## src/rtl/mips_mc_controller.sv

```systemverilog
// Multicycle control FSM for a MIPS register/ALU/PC datapath with handshaked shared memories
// and an access watchdog. Define MIPS_ILLEGAL_TRAP_EN to halt (sticky illegal) on unsupported instructions.
module mips_mc_controller #(
   parameter int WAIT_MAX = 16,
   parameter int CNT_W    = 32
) (
   input  logic             clk,
   input  logic             reset,
   input  logic [31:0]      instr,
   input  logic             zero,
   input  logic             imem_ready,
   input  logic             dmem_ready,
   output logic             imem_req,
   output logic             dmem_req,
   output logic             dmem_we,
   output logic             ir_en,
   output logic             pc_en,
   output logic             regdst,
   output logic             alusrc,
   output logic             memtoreg,
   output logic             regwrite,
   output logic             pcsrc,
   output logic             jump,
   output logic [3:0]       alucontrol,
   output logic             mem_err,
   output logic             illegal,
   output logic [CNT_W-1:0] retired
);
   localparam int              WD_W    = $clog2(WAIT_MAX + 1);
   localparam logic [WD_W-1:0] WD_LAST = WD_W'(WAIT_MAX - 1);

   typedef enum logic [2:0] {S_FETCH, S_DECODE, S_EXEC, S_MEM, S_WB, S_HALT} state_t;
   typedef enum logic [3:0] {C_ADD, C_SUB, C_AND, C_OR, C_SLT, C_ADDI, C_LW, C_SW, C_BEQ, C_J, C_ILL} cls_t;

   state_t          state;
   cls_t            cls;
   logic [5:0]      op_q, funct_q;
   logic [WD_W-1:0] wait_cnt;
   logic            trap_q;
   logic            is_rtype, alu_imm;
   logic            unused_instr_bits;

   assign unused_instr_bits = ^instr[25:6];

   function automatic logic [3:0] alu_code(input cls_t c);
      case (c)
         C_SUB, C_BEQ:              alu_code = 4'b0110;
         C_AND:                     alu_code = 4'b0000;
         C_OR:                      alu_code = 4'b0001;
         C_SLT:                     alu_code = 4'b0111;
         C_ADD, C_ADDI, C_LW, C_SW: alu_code = 4'b0010;
         default:                   alu_code = 4'b0000;
      endcase
   endfunction

   // Classification works off the controller's own copy of opcode/funct taken at fetch.
   always_comb begin
      cls = C_ILL;
      case (op_q)
         6'b000000:
            case (funct_q)
               6'b100000: cls = C_ADD;
               6'b100010: cls = C_SUB;
               6'b100100: cls = C_AND;
               6'b100101: cls = C_OR;
               6'b101010: cls = C_SLT;
               default:   cls = C_ILL;
            endcase
         6'b001000: cls = C_ADDI;
         6'b100011: cls = C_LW;
         6'b101011: cls = C_SW;
         6'b000100: cls = C_BEQ;
         6'b000010: cls = C_J;
         default:   cls = C_ILL;
      endcase
   end

   assign is_rtype = (cls == C_ADD) || (cls == C_SUB) || (cls == C_AND) || (cls == C_OR) || (cls == C_SLT);
   assign alu_imm  = (cls == C_ADDI) || (cls == C_LW) || (cls == C_SW);

   // NOTE: every output gets a default before the case so no path leaves one unassigned (no latches).
   always_comb begin
      imem_req   = 1'b0;
      dmem_req   = 1'b0;
      dmem_we    = 1'b0;
      ir_en      = 1'b0;
      pc_en      = 1'b0;
      regdst     = 1'b0;
      alusrc     = 1'b0;
      memtoreg   = 1'b0;
      regwrite   = 1'b0;
      pcsrc      = 1'b0;
      jump       = 1'b0;
      alucontrol = 4'b0000;
      illegal    = trap_q;
      case (state)
         S_FETCH: begin
            // The state register sits in FETCH during reset; the request must still stay low.
            imem_req = reset;
            ir_en    = reset & imem_ready;
         end
         S_DECODE: begin
            if (cls == C_ILL) begin
               illegal = 1'b1;
`ifndef MIPS_ILLEGAL_TRAP_EN
               pc_en   = 1'b1;
`endif
            end
         end
         S_EXEC: begin
            alucontrol = alu_code(cls);
            alusrc     = alu_imm;
            if (cls == C_BEQ) begin
               pcsrc = zero;
               pc_en = 1'b1;
            end
            if (cls == C_J) begin
               jump  = 1'b1;
               pc_en = 1'b1;
            end
         end
         S_MEM: begin
            alucontrol = alu_code(cls);
            alusrc     = alu_imm;
            dmem_req   = 1'b1;
            dmem_we    = (cls == C_SW);
            pc_en      = (cls == C_SW) & dmem_ready;
         end
         S_WB: begin
            alucontrol = alu_code(cls);
            alusrc     = alu_imm;
            regwrite   = 1'b1;
            regdst     = is_rtype;
            memtoreg   = (cls == C_LW);
            pc_en      = 1'b1;
         end
         default: ;
      endcase
   end

   // NOTE: sequential state uses non-blocking assignments so every register samples pre-edge values.
   always_ff @(posedge clk or negedge reset) begin
      if (!reset) begin
         state    <= S_FETCH;
         op_q     <= '0;
         funct_q  <= '0;
         wait_cnt <= '0;
         mem_err  <= 1'b0;
         trap_q   <= 1'b0;
         retired  <= '0;
      end else begin
         if (pc_en) retired <= retired + CNT_W'(1);
         case (state)
            S_FETCH: begin
               if (imem_ready) begin
                  op_q    <= instr[31:26];
                  funct_q <= instr[5:0];
                  state   <= S_DECODE;
               end else if (wait_cnt == WD_LAST) begin
                  mem_err <= 1'b1;
                  state   <= S_HALT;
               end
               wait_cnt <= (imem_ready || wait_cnt == WD_LAST) ? '0 : wait_cnt + WD_W'(1);
            end
            S_DECODE: begin
               if (cls == C_ILL) begin
`ifdef MIPS_ILLEGAL_TRAP_EN
                  trap_q <= 1'b1;
                  state  <= S_HALT;
`else
                  state  <= S_FETCH;
`endif
               end else begin
                  state <= S_EXEC;
               end
            end
            S_EXEC: begin
               case (cls)
                  C_BEQ, C_J: state <= S_FETCH;
                  C_LW, C_SW: state <= S_MEM;
                  default:    state <= S_WB;
               endcase
            end
            S_MEM: begin
               // Ready arriving in the expiry cycle is still an acknowledge.
               if (dmem_ready) begin
                  state <= (cls == C_SW) ? S_FETCH : S_WB;
               end else if (wait_cnt == WD_LAST) begin
                  mem_err <= 1'b1;
                  state   <= S_HALT;
               end
               wait_cnt <= (dmem_ready || wait_cnt == WD_LAST) ? '0 : wait_cnt + WD_W'(1);
            end
            S_WB:    state <= S_FETCH;
            default: state <= S_HALT;
         endcase
      end
   end

endmodule

```

## config.mk

```make
export PLATFORM = sky130hd
export DESIGN_NAME = mips_mc_controller
export DESIGN_NICKNAME = d
export VERILOG_FILES = /design/src/rtl/mips_mc_controller.sv
export SDC_FILE = /design/constraint.sdc
export NUM_CORES = 1
export LEC_CHECK = 0
export BUFFER_PORTS_ARGS = -buffer_cell sky130_fd_sc_hd__buf_2
export CAP_MARGIN = 20
export CORE_MARGIN = 3
export CORE_UTILIZATION = 35
export CTS_CLUSTER_DIAMETER = 200
export DETAILED_ROUTE_END_ITERATION = 8
export RECOVER_POWER = 100
export SYNTH_ARGS = -nofsm -noshare
export SYNTH_HDL_FRONTEND = slang
export SYNTH_SLANG_ARGS = --single-unit
```

## constraint.sdc

```tcl
create_clock -name clk -period 3.1 [get_ports clk]
set_clock_uncertainty 0.05 [all_clocks]
set_input_delay 0.62 -clock clk [delete_from_list [all_inputs] [get_ports clk]]
set_output_delay 0.62 -clock clk [all_outputs]
set_load 0.02 [all_outputs]
```

==> results of run 1 <==
## area by class of cell
| class | instances | share of cell area (%) |
|---|---|---|
| Multi-Input combinational cell | 223 | 43.1 |
| Clock inverter | 1 | 0.149 |
| Timing Repair Buffer | 73 | 9.93 |
| Inverter | 6 | 0.744 |
| Tap cell | 102 | 3.79 |
| Clock buffer | 7 | 2.86 |
| Sequential cell | 53 | 39.4 |
## final timing paths
check                             start     endpoint  slack [ns]
worst min register to register  mem_err      mem_err        0.43
worst max-delay path            op_q[0]        pc_en        0.06
worst max register to register  op_q[3]  retired[24]        0.19
max in group asynchronous         reset  retired[28]        1.20
min in group clk                mem_err      mem_err        0.43
worst min-delay path              reset  retired[26]        0.32
## through the flow
step                total power [mW]  area [um^2]
floorplan                       1.88         2830
global placement                2.13         3260
detailed placement              2.16         3260
CTS                             2.65         3410
global route                    2.84         3360
finish                          2.63         3360
## Yosys cell counts (3+ instances only)
library cell	number
dfrtp_1	53
nand2_1	27
nor2_1	27
xnor2_1	17
nand3_1	16
nand4_1	16
nor3_1	16
xor2_1	15
mux2_2	12
o21ai_0	12
and3_1	9
a21oi_1	8
and2_1	5
inv_1	5
clkbuf_1	4
nor4b_1	4
buf_4	3
ha_1	3
nor2b_1	3
nor4_1	3
or3_1	3
## logic make-up (layout without fill, tap and decap cells)
group | Yosys count | in the layout | share of synthesized area (%)
flops | 53 | 53 | 46.9
buf+inv | 15 | 87 | 3.01
compound gates | 31 | 31 | 7.07
mux | 12 | 12 | 4.77
simple gates | 143 | 143 | 26.8
other cells | 2 | 2 | 0.265
fa+ha+maj | 3 | 3 | 1.33
xor+xnor | 32 | 32 | 9.90
## report_power, final
group / internal, mW / leakage [nW] / total, mW / switching [mW]
clock: 0.202 / 0.0542 / 0.425 / 0.223
sequential: 0.852 / 0.630 / 1.03 / 0.174
combinational: 0.470 / 0.640 / 1.18 / 0.705
total: 1.52 / 1.32 / 2.63 / 1.10
## repair_timing
| action | CTS | global route |
|---|---|---|
| endpoints found under the setup margin | 2 | 3 |
| pin swaps | 3 | 0 |
| buffers inserted | 4 | 0 |
| gates cloned | 0 | 0 |
| resized for setup | 3 | 7 |
| hold buffers | 0 | 0 |
## registers in the layout, indices dropped and copies added, names as in the netlist
signal	count
funct_q	6
mem_err	1
op_q	6
retired	32
state	3
wait_cnt	5
## metal layers
| metal | vias up | GRT usage, % | routed length, um |
|---|---|---|---|
| met2 | 61 | 25.1 | 3220 |
| met4 | 0 | 4.38 | 76 |
| met1 | 1176 | 19.2 | 2940 |
| met3 | 6 | 3.36 | 381 |
| met5 | - | 0 | 0 |
| li1 | 1164 | - | - |
==> impl_metrics.env, run 1 <==
export IMPL_status="complete, no violations"
export IMPL_clkSlewWorstSetupHoldPaths_ns=0.10
export IMPL_drt_iter0_drc=81
export IMPL_syn_nets=331
export IMPL_post_drt_wl_per_cell_um=14.2
export IMPL_fill_cells=817
export IMPL_routed_wl_um=6610
export IMPL_row_count=32
export IMPL_setup_viol=0
export IMPL_slew_headroom_pct=32.5
export IMPL_yosys_register_bits=53
export IMPL_cts_sink_count=53
export IMPL_dp_slack_ns=0.195
export IMPL_min_path_type="in2async"
export IMPL_rr_worst_depth=9
export IMPL_final_core_util_pct=43.1
export IMPL_final_cell_count_no_fill=465
export IMPL_fin_crit_ns=3.04
export IMPL_grt_pass1_wl_um=10900
export IMPL_path_class="reg2out"
export IMPL_seq_area_um2=1330
export IMPL_cp_depth=7
export IMPL_postRouteAntennaNets=0
export IMPL_routed_via_density=5.18
export IMPL_max_vdd_ir_drop_uv=356
export IMPL_numCtsBuffers=5
export IMPL_gp_congestion=0.831
export IMPL_path_cells="or3_4 > or4_4 > o2bb2ai_4 > or2_4 > o31a_1 > inv_4 > buf_6"
export IMPL_dpl_hpwl_um=4800
export IMPL_drive_gt1_share_pct=17.1
export IMPL_dp_cells=453
export IMPL_root_buffer="clkbuf_8"
export IMPL_synth_top_area_share_pct=46.9
export IMPL_yosys_warnings=1
export IMPL_async_reset_ff_share_pct=100
export IMPL_core_um2=7810
export IMPL_layout_setup_ws_ns=0.0591
export IMPL_multiInputGateArea_um2=1450
export IMPL_layout_common_cells="dfrtp_1, clkbuf_1, nand2_1, nor2_1, xnor2_1"
export IMPL_clockBufferDepth=2
export IMPL_critPathLaunchType="flop"
export IMPL_cp_slowest_cell="or4_4"
export IMPL_clk_latency_ns=0.30
export IMPL_synth_edf_count=0
export IMPL_power_density_nw_per_um2=781
export IMPL_vias=2407
export IMPL_tightest_slew_ns=1.01
export IMPL_yosys_top_cells_area="dfrtp_1, xnor2_1, mux2_2"
export IMPL_yosysSeqAreaShare_pct=46.9
export IMPL_maxCapViolCount=0
export IMPL_crit_family="simple AND/OR/NAND/NOR gates"
export IMPL_io_buffer_count=63
export IMPL_period_share_pct=98.1
export IMPL_yosys_area_top_type="dfrtp_1"
export IMPL_die_x_um=95.9
export IMPL_drc=0
export IMPL_cp_max_fo=5
export IMPL_cts_max_level=2
export IMPL_areaGrowthSynthToFinish_pct=18.9
export IMPL_cp_end_kind="primary output"
export IMPL_critPathArrivalTime_ns=2.37
export IMPL_max_stage_delay_ns=0.54
export IMPL_first_pass_iters=4
export IMPL_final_common_cell="dfrtp_1"
export IMPL_rsz0062_at_grt="true"
export IMPL_antenna_found_initial=0
export IMPL_hold_viol=0
export IMPL_grt_max_degree=42
export IMPL_synth_cell_type_count=46
export IMPL_die_h_um=95.9
export IMPL_required_ns=2.43
export IMPL_syn_area_um2=2830
export IMPL_fmax_mhz=329
export IMPL_worst_path_buf_inv=2
export IMPL_timing_hold_ws_ns=0.323
export IMPL_grt_util_all_layers_pct=14.9
export IMPL_leakage_nw=1.32
export IMPL_pin_count=86
export IMPL_grt_pass1_vias=2353
export IMPL_start_util_pct=36.2
export IMPL_final_net_count=402
export IMPL_cts_tree="yes"
export IMPL_antenna_cells=0
export IMPL_syn_avg_cell_area_um2=9.73
export IMPL_grt_overflow=0
export IMPL_die_area_um2=9200
export IMPL_synthCells=291
export IMPL_drv_slew=0
export IMPL_tns_ns=0
export IMPL_synth_main_ff_cell="dfrtp_1"
(Power assumes the default switching activity.)
==> run 2: changes to the inputs <==
--- a/config.mk
+++ b/config.mk
@@ -12,6 +12,7 @@
 export CTS_CLUSTER_DIAMETER = 200
 export DETAILED_ROUTE_END_ITERATION = 8
 export RECOVER_POWER = 100
+export SETUP_SLACK_MARGIN = 0.5
 export SYNTH_ARGS = -nofsm -noshare
 export SYNTH_HDL_FRONTEND = slang
 export SYNTH_SLANG_ARGS = --single-unit
==> impl_metrics.env, run 2 (synthesized netlist as in run 1, its figures left out) <==
export IMPL_largest_register="retired"
export IMPL_cts_max_level=2
export IMPL_min_path_type="in2async"
export IMPL_drv_slew=0
export IMPL_numCtsBuffers=5
export IMPL_final_common_cell="dfrtp_1"
export IMPL_first_pass_iters=4
export IMPL_p_comb_share_pct=52.7
export IMPL_grt_util_all_layers_pct=15.0
export IMPL_clk_latency_ns=0.31
export IMPL_final_core_util_pct=48.1
export IMPL_grt_overflow=0
export IMPL_fin_crit_ns=3.09
export IMPL_largest_reg_flops=32
export IMPL_areaGrowthSynthToFinish_pct=32.6
export IMPL_slew_headroom_pct=29.3
export IMPL_swShare_pct=42.0
export IMPL_reg_top3="retired (32), funct_q (6), op_q (6)"
export IMPL_tightest_slew_ns=1.06
export IMPL_power_switching_mw=1.28
export IMPL_clkSlewWorstSetupHoldPaths_ns=0.09
export IMPL_clockBufferDepth=2
export IMPL_pin_count=86
export IMPL_dpl_hpwl_um=4860
export IMPL_post_drt_wl_per_cell_um=14.2
export IMPL_layout_common_cells="dfrtp_1, clkbuf_1, nand2_1"
export IMPL_critPathLaunchType="flop"
export IMPL_clockPowerShare_pct=13.8
export IMPL_power_density_nw_per_um2=814
export IMPL_leakage_nw=1.57
export IMPL_root_buffer="clkbuf_8"
export IMPL_path_cells="or3_4 > or4_4 > o2bb2ai_4 > buf_6 > nand2_1 > nand2_1 > nand2_2 > a21oi_4 > buf_6"
export IMPL_maxCapViolCount=0
export IMPL_reg2reg_from="op_q[3]"
export IMPL_start_util_pct=36.2
export IMPL_rsz0062_at_grt="true"
export IMPL_rr_worst_depth=11
export IMPL_rrSetupSlack_ns=0.38
export IMPL_routed_wl_um=6820
export IMPL_grt_max_degree=44
export IMPL_required_ns=2.43
export IMPL_status="complete, no violations"
export IMPL_final_net_count=417
export IMPL_p_int_mw=1.77
export IMPL_grt_pass1_vias=2326
export IMPL_antenna_found_initial=0
export IMPL_worst_path_buf_inv=2
export IMPL_drt_iter0_drc=74
export IMPL_die_area_um2=9200
export IMPL_die_x_um=95.9
export IMPL_critPathArrivalTime_ns=2.42
export IMPL_hold_viol=0
export IMPL_routed_via_density=5.12
export IMPL_cp_slowest_cell="or4_4"
export IMPL_setup_viol=0
export IMPL_drc=0
export IMPL_die_h_um=95.9
export IMPL_cp_end_kind="primary output"
export IMPL_io_buffer_count=63
export IMPL_drive_gt1_share_pct=27.2
export IMPL_fmax_mhz=324
export IMPL_period_share_pct=99.6
export IMPL_fin_area_um2=3750
export IMPL_core_um2=7810
export IMPL_path_class="reg2out"
export IMPL_cts_sink_count=53
export IMPL_cp_max_fo=5
export IMPL_postRouteAntennaNets=0
export IMPL_placed_area_um2=3310
export IMPL_max_vdd_ir_drop_uv=524
export IMPL_p_seq_share_pct=33.6
export IMPL_cts_tree="yes"
export IMPL_gp_congestion=0.842
export IMPL_row_count=32
export IMPL_max_stage_delay_ns=0.53
export IMPL_vias=2458
export IMPL_antenna_cells=0
export IMPL_crit_family="simple AND/OR/NAND/NOR gates"
export IMPL_regToRegEndpoint="retired[0]"
export IMPL_grt_pass1_wl_um=10900
[run 2: stage by stage]
stage / setup slack [ns] / cells / total power [mW] / hold slack, ns / setup TNS, ns
6_report: 0.0111 / 480 / 3.06 / 0.277 / 0
5_1_grt: -0.0936 / 480 / 3.29 / 0.323 / -0.220
4_1_cts: 0.0234 / 473 / 2.80 / 0.132 / 0
3_5_place_dp: 0.199 / 454 / 2.21 / 0.402 / 0
3_3_place_gp: 0.220 / 454 / 2.18 / 0.401 / 0
2_1_floorplan: 0.324 / 291 / 1.93 / 0.274 / 0
[run 2: power groups by stage]
stage,registers [mW],clock network [mW],logic (mW)
after floorplan,1.04,0,0.885
after global placement,1.04,0,1.14
after detailed placement,1.05,0,1.16
after CTS,1.02,0.439,1.34
after global routing,1.05,0.473,1.76
final,1.03,0.421,1.61
[run 2: how the worst max path moves through the flow]
stage | from | endpoint | cells after the start
after floorplan | op_q[4] | pc_en | 8
after global placement | op_q[4] | pc_en | 7
after detailed placement | op_q[4] | pc_en | 7
after CTS | op_q[5] | pc_en | 8
after global routing | op_q[0] | alucontrol[2] | 9
final | op_q[0] | alucontrol[2] | 9
[run 2: repair_timing]
action | CTS | global route
setup buffers | 11 | 6
pin swaps | 5 | 12
resized for setup | 13 | 37
hold buffers | 0 | 0
gates cloned | 0 | 1
endpoints found under the setup margin | 39 | 38
[run 2: area by class of cell]
type	instances	area, um^2
inverter	6	27.5
fill	761	4050
sequential	53	1330
timing repair buffer	88	512
clock buffer	6	82.6
multi-input combinational	223	1660
tap	102	128
clock inverter	2	17.5
[run 2: layer usage]
metal	wire (um)	GRT usage (%)	up-vias	part of all wire, %
li1	-	-	1203	-
met5	0	0	-	0
met1	2990	18.9	1183	44
met4	41	4.03	0	0.60
met3	326	3.75	5	4.8
met2	3460	25.6	67	51
